### config.mk
export PLATFORM = sky130hd
export DESIGN_NAME = la_iopwrseq
export DESIGN_NICKNAME = d
export VERILOG_FILES = /design/src/rtl/la_iopwrseq.sv
export SDC_FILE = /design/constraint.sdc
export NUM_CORES = 1
export LEC_CHECK = 0
export ABC_AREA = 0
export CORE_ASPECT_RATIO = 1.1
export CORE_MARGIN = 5
export CORE_UTILIZATION = 54
export DETAILED_ROUTE_END_ITERATION = 7
export MAX_ROUTING_LAYER = met4
export PLACE_DENSITY = 0.82
export SYNTH_ARGS = -nofsm -noshare
export SYNTH_HDL_FRONTEND = slang
export SYNTH_SLANG_ARGS = --single-unit
### constraint.sdc
create_clock -name clk -period 2.8 [get_ports clk]
set_input_delay 0.28 -clock clk [delete_from_list [all_inputs] [get_ports clk]]
set_output_delay 0.28 -clock clk [all_outputs]
set_load 0.02 [all_outputs]
### src/rtl/la_iopwrseq.sv
// la_iopwrseq
//   Power sequencer for one switchable io-ring supply segment. Drives the
//   ring control word (supply enable, isolation clamp, power-on-reset hold)
//   and supervises the ring's power-good feedback, latching timeouts and
//   brownouts as a fault.
//
// Ports
//   clk            sequencer clock
//   reset          synchronous, active-high reset
//   req            1 = segment should be powered, 0 = segment off
//   pgood          asynchronous power-good from the ring supply detector
//   timeout_cycles max wait for pgood to rise/fall (loaded on state entry)
//   settle_cycles  post-pgood settle time before release (loaded on entry)
//   ioring         control word: [0]=pwr_en, [1]=iso, [2]=por, rest 0
//   ready          segment powered and released
//   busy           transition in progress
//   fault          timeout or brownout latched
//   state          current FSM state code
module la_iopwrseq #(
    parameter int RINGW = 8,
    parameter int CNTW  = 16
) (
    input  logic             clk,
    input  logic             reset,
    input  logic             req,
    input  logic             pgood,
    input  logic [CNTW-1:0]  timeout_cycles,
    input  logic [CNTW-1:0]  settle_cycles,
    output logic [RINGW-1:0] ioring,
    output logic             ready,
    output logic             busy,
    output logic             fault,
    output logic [2:0]       state
);

    typedef enum logic [2:0] {
        S_OFF     = 3'd0,
        S_PWRUP   = 3'd1,
        S_SETTLE  = 3'd2,
        S_ON      = 3'd3,
        S_ISOLATE = 3'd4,
        S_PWRDN   = 3'd5,
        S_FAULT   = 3'd6
    } state_t;

    localparam logic [CNTW-1:0] CNT_ONE = CNTW'(1);

    state_t          r_state;
    state_t          w_nxt_state;
    logic [CNTW-1:0] r_cnt;
    logic [CNTW-1:0] w_nxt_cnt;
    logic            w_cnt_zero;
    logic            r_pg_m;
    logic            r_pg_s;
    logic            r_en;
    logic            r_iso;
    logic            r_por;
    logic            r_ready;
    logic            r_busy;
    logic            r_fault;

    assign w_cnt_zero = (r_cnt == '0);

    // Next-state / counter logic. The counter only decrements while nonzero,
    // so it saturates at 0 rather than wrapping.
    always_comb begin
        w_nxt_state = r_state;
        w_nxt_cnt   = r_cnt;
        case (r_state)
            S_OFF: begin
                if (req) begin
                    w_nxt_state = S_PWRUP;
                    w_nxt_cnt   = timeout_cycles;
                end
            end
            S_PWRUP: begin
                if (!req) begin
                    w_nxt_state = S_PWRDN;
                    w_nxt_cnt   = timeout_cycles;
                end else if (r_pg_s) begin
                    w_nxt_state = S_SETTLE;
                    w_nxt_cnt   = settle_cycles;
                end else if (w_cnt_zero) begin
                    w_nxt_state = S_FAULT;
                end else begin
                    w_nxt_cnt = r_cnt - CNT_ONE;
                end
            end
            S_SETTLE: begin
                if (!req) begin
                    w_nxt_state = S_PWRDN;
                    w_nxt_cnt   = timeout_cycles;
                end else if (!r_pg_s) begin
                    w_nxt_state = S_FAULT;
                end else if (w_cnt_zero) begin
                    w_nxt_state = S_ON;
                end else begin
                    w_nxt_cnt = r_cnt - CNT_ONE;
                end
            end
            S_ON: begin
                // Brownout outranks a power-down request.
                if (!r_pg_s) begin
                    w_nxt_state = S_FAULT;
                end else if (!req) begin
                    w_nxt_state = S_ISOLATE;
                end
            end
            S_ISOLATE: begin
                // One cycle with clamps closed before the supply is dropped.
                w_nxt_state = S_PWRDN;
                w_nxt_cnt   = timeout_cycles;
            end
            S_PWRDN: begin
                // req is deliberately ignored: no re-arm mid power-down.
                if (!r_pg_s) begin
                    w_nxt_state = S_OFF;
                end else if (w_cnt_zero) begin
                    w_nxt_state = S_FAULT;
                end else begin
                    w_nxt_cnt = r_cnt - CNT_ONE;
                end
            end
            S_FAULT: begin
                if (!req) begin
                    w_nxt_state = S_OFF;
                end
            end
            default: begin
                w_nxt_state = S_OFF;
            end
        endcase
    end

    // State, counter, synchronizer and outputs. Outputs are decoded from the
    // next state so they change on the same edge as the state register.
    always_ff @(posedge clk) begin
        if (reset) begin
            r_state <= S_OFF;
            r_cnt   <= '0;
            r_pg_m  <= 1'b0;
            r_pg_s  <= 1'b0;
            r_en    <= 1'b0;
            r_iso   <= 1'b1;
            r_por   <= 1'b1;
            r_ready <= 1'b0;
            r_busy  <= 1'b0;
            r_fault <= 1'b0;
        end else begin
            r_pg_m  <= pgood;
            r_pg_s  <= r_pg_m;
            r_state <= w_nxt_state;
            r_cnt   <= w_nxt_cnt;
            r_en    <= (w_nxt_state inside {S_PWRUP, S_SETTLE, S_ON, S_ISOLATE});
            r_iso   <= (w_nxt_state != S_ON);
            r_por   <= (w_nxt_state != S_ON);
            r_ready <= (w_nxt_state == S_ON);
            r_busy  <= (w_nxt_state inside {S_PWRUP, S_SETTLE, S_ISOLATE, S_PWRDN});
            r_fault <= (w_nxt_state == S_FAULT);
        end
    end

    always_comb begin
        ioring      = '0;
        ioring[2:0] = {r_por, r_iso, r_en};
    end

    assign ready = r_ready;
    assign busy  = r_busy;
    assign fault = r_fault;
    assign state = r_state;

endmodule

# Word-level counts from Yosys, hierarchy flattened
# Index checks and enable logic that the tools add are counted.
# totals
ff_bits	26
elab_cells	49
output_inout_bits	14
inputBits	36
# op_classes
n_mux	19
n_addsub	1
n_reduce_logical	6
n_eq_ne	14
# ops
operator	count
16-bit 2-to-1 mux	6
16-bit case mux with 5 select lines	1
3-bit 2-to-1 mux	11
3-bit case mux with 7 select lines	1
3-bit == test (second input constant)	6
16-bit zero test	1
16-bit by 1-bit subtractor with 16-bit output (second input constant)	1
3-bit by 2-bit == test with 1-bit output (second input constant)	4
4-bit nonzero test	2
3-bit by 1-bit == test with 1-bit output (second input constant)	2
5-bit nonzero test	1
3-bit zero test	1
3-bit by 2-bit inequality test with 1-bit output (second input constant)	1
2-bit inequality test (second input constant)	1
2-bit AND reduction	1

# Depth between registers and ports, before layout
# depth
word_depth	7
ltp_mapped	10
mapped_depth_nobuf	10

# Worst setup path before layout
# No wires, ideal clock.
# synth_path
path_kind	register to register
startpoint	register r_cnt[0]
endpoint	register r_en
period_less_slack_ps	2192
setup_time_ps	73
slack_ps	608
arrival_time_ps	2119
required_time_ps	2727
path_buffers	0
path_stages_with_launch	10
cell_sequence	dfxtp_1 -> inv_1 -> ha_1 -> nor3b_4 -> and4_4 -> nand2_2 -> a311o_1 -> o211a_2 -> and3_4 -> nor3_2
# synth_between
elab_chain_len	7
elab_cells_between_ends	14
classes_between	eq/ne (4); mux (8); reduce/logical (2)
# synth_lines
element	line_no	rtl
from (decl)	50	logic [CNTW-1:0] r_cnt;
from (signal assigned)	153	r_cnt <= w_nxt_cnt;
16-bit zero test *	62	assign w_cnt_zero = (r_cnt == '0);
3-bit 2-to-1 mux, on equally long branches	95, 83, 118	
3-bit 2-to-1 mux, on equally long branches	93, 80	
3-bit 2-to-1 mux, on equally long branches	90, 77	
3-bit case mux with 7 select lines *	69	case (r_state)
3-bit by 1-bit == test with 1-bit output, or another cell as far along	154	r_en <= (w_nxt_state inside {S_PWRUP, S_SETTLE, S_ON, S_ISOLATE});
4-bit nonzero test *	154	
to (signal assigned)	154	
to (decl)	55	logic r_en;
# Every way passes the cells marked *; elsewhere a longest branch is shown, timed or not.
# A chain may end at the register's enable or synchronous reset.

# Worst setup path after layout
# layout_path
startpoint	register r_state[0] (netlist: state[0])
endpoint	register r_cnt[5]
# layout_between
elab_chain_len	3
elab_cells_between_ends	9
classes_between	eq/ne (5); mux (1); reduce/logical (3)
# layout_lines
element	line_no	rtl
from (decl)	48	state_t r_state;
from (signal assigned)	152	r_state <= w_nxt_state;
3-bit == test, or another cell as far along	69	
5-bit nonzero test (no source line) / 2-bit inequality test (equally long branches)	n/a	
2-bit AND reduction (no source line)	n/a	
# Several ways; a longest one is shown, not always the timed one.

==> reports/qor.yml <==
status: "finished, final reports clean"
insertedDiodeCount: 0
ys_types: 73
worst_pin_slew_ns: 0.819
postSynthCellCount: 405
synth_async_sr_flop_share_pct: 0
fp.dieW_um: 77.9
cts_tree: "built"
drv_cap: 0
reg2reg_from: "state[0]"
die_area_sq_mm: 0.00660
vias_per_cell: 6.72
core_sq_mm: 0.00497
gr-usage-all-layers_pct: 30.4
finalSetupTns_ns: 0
grt_pass1_wl_mm: 16.0
synthFlopType: "dfxtp_1"
powerDensity_mw_per_mm2: 589
yosys_register_bits: 26
multi_input_area_sq_mm: 0.00198
placement_rows: 27
critPathLaunch: "state[0]"
ios: 50
endpoint_kind: "flop"
synth_edf_count: 0
routed_wl_mm: 9.87
grt_util_met3_pct: 5.15
hold_class: "reg -> reg"
synthToLayoutAreaGrowth_pct: 22.5
place.gp.congestion: 1.01
portBuffers: 44
netlist_top_cells_area: "dfxtp_1 (19%), a21oi_1 (7.7%), nor2_1 (7.0%)"
dp_hpwl_mm: 7.43
clk_latency_ns: 0.29
cts.sinks: 26
grt-busiest-layer: "met2"
nNetsFinal: 484
wl_per_cell_um: 19.6
h-tree-depth: 1
setup_viol_count_final: 0
slew_viol_final: 0
cp_data_required_time_ns: 3.01
fp.dieH_um: 84.7
grt_max_degree: 20
cp_max_fo: 19
seqCellArea_sq_um: 520
initial_core_util_pct: 55.2
clockBufferDepth: 2
rsz0062_at_grt: "false"
grt_antenna_before_repair: 0
clockRootBuffer: "clkbuf_8"
startpoint_type: "flop"
vias: 3386
relSlewSlack_pct: 44.9
min_from: "r_pg_m"
ir_drop_v: 0.000404
leakage_nw: 1.26
num-fill-cells: 446
drive_above_1_share_pct: 12.1
synth_area_sq_mm: 0.00274
drc: 0
synth_warnings: 0
grt_use_met2_pct: 46.8
reg2reg_setup_slack_ns: 0.24
holdPathEnd: "r_pg_s"
r2r_end: "r_cnt[5]"
r2r_cells: 8
synth_top_area_cell: "dfxtp_1"
fin_hold_ws_ns: 0.456
overflow: 0
period_needed_ns: 2.56
antenna_left: 0
ys_seq_area_share_pct: 19.0
finClkSkew_ns: 0.00896
numCtsBuffers: 3
clkTransAtPathRegs_ns: 0.11
fin_crit_sh_pct: 91.3
hold_viol_final: 0
netlist.area_leader.share_pct: 19.0
grt_pass1_vias: 3229
crit_arrival_ns: 2.77
use_met1_pct: 38.7
dr.pass1.iters: 6
first_iter_violations: 396
max_freq_ghz: 0.391
syn_avg_cell_area_sq_um: 6.77
holdPathStages: 1
worst-setup-path-type: "reg -> reg"
metrics by stage:
stage          instance area (sq um)  instances  util [%]  setup WS [ns]  total power (W)
6_report                        3360        504      67.6          0.244          0.00198
5_1_grt                         3360        504      67.6         0.0349          0.00210
4_1_cts                         3350        504      67.5          0.226          0.00195
3_5_place_dp                    3280        500      66.0          0.233          0.00161
3_3_place_gp                    3280        500      66.0          0.322          0.00159
2_1_floorplan                   2760        409         -          0.608          0.00127
cell type report:
cell class | count | area share (%)
clock buffers | 3 | 1.23
inverters | 12 | 1.34
well taps | 58 | 2.16
multi-input cells | 330 | 59.0
flip-flops and latches | 26 | 15.5
repair buffers | 74 | 19.8
clock inverters | 1 | 0.895
registers in the layout, summed over array words and instances, names as in the netlist:
signal / cells
fault: 1
ready: 1
r_pg_m: 1
state: 3
r_en: 1
r_pg_s: 1
busy: 1
r_por: 1
r_cnt: 16
synth_stat cells, drive strengths merged, types with 6 or more instances:
cell     n
clkbuf  19
xnor2    6
nand3    8
o21ai   31
nor4     8
nand2   44
nor3    18
a31oi    6
a211oi   6
o31ai    6
inv     12
nor2    52
a21oi   43
o22ai    7
buf     22
dfxtp   26
cells by family (layout without fill, tap and decap cells):
logic type | count (synthesis) | in the layout | synth area share (%)
fa+ha+maj | 1 | 1 | 0.457
buf+inv | 53 | 90 | 9.45
simple gates | 170 | 170 | 32.6
xor+xnor | 8 | 8 | 2.56
other cells | 1 | 5 | 0.137
flops | 26 | 26 | 19.0
compound gates | 142 | 142 | 34.2
mux | 4 | 4 | 1.55
cells in the final DEF (no fill, tap or decap), drive strengths merged, types with 5 or more instances in the layout:
master         instances
a211oi                 6
nor2b                  5
a221oi                 5
nand4                  5
conb                   5
a21oi                 43
or4                    5
o21ai                 31
nor3                  18
clkdlybuf4s50         44
o31ai                  6
nand2                 44
dfxtp                 26
inv                   12
nor4                   8
nor3b                  5
nor2                  52
xnor2                  6
buf                   30
a31oi                  6
o22ai                  7
nand3                  8
power by group:
group | switching (W) | leakage (nW) | total, W | internal (W)
Clock | 0.000151 | 0.0357 | 0.000343 | 0.000192
Sequential | 0.000116 | 0.215 | 0.000543 | 0.000427
Combinational | 0.000638 | 1.01 | 0.00109 | 0.000454
worst max-delay path, stage by stage (launching register included):
cell and delay [ns]:
dfxtp_1 0.52, o21ai_0 0.62, a21boi_1 0.29, buf_4 0.21, nor2_1 0.05, a211oi_1 0.31
o21bai_1 0.16, a21oi_1 0.08, a211oi_1 0.23
layer usage:
metal / part of all wire, % / vias to the layer above / wire length [um]
met1: 39 / 1509 / 3900
met5: 0 / - / 0
met2: 45 / 249 / 4430
li1: - / 1561 / -
met3: 10 / 67 / 1030
met4: 5.2 / 0 / 509
worst max-delay path by stage:
stage                     endpoint  slack (ns)  cells past startpoint
after floorplan               r_en        0.61                      9
after global placement    r_cnt[5]        0.32                      8
after detailed placement  r_cnt[5]        0.23                      8
after CTS                 r_cnt[5]        0.23                      8
after global routing      r_cnt[5]        0.03                      8
final                     r_cnt[5]        0.24                      8
repair_timing:
action                     4_1_cts  5_1_grt
setup endpoints to repair        0        1
setup buffers                    0        0
gates resized for setup          0        1
hold buffers                     0        0
(Power assumes the default switching activity.)
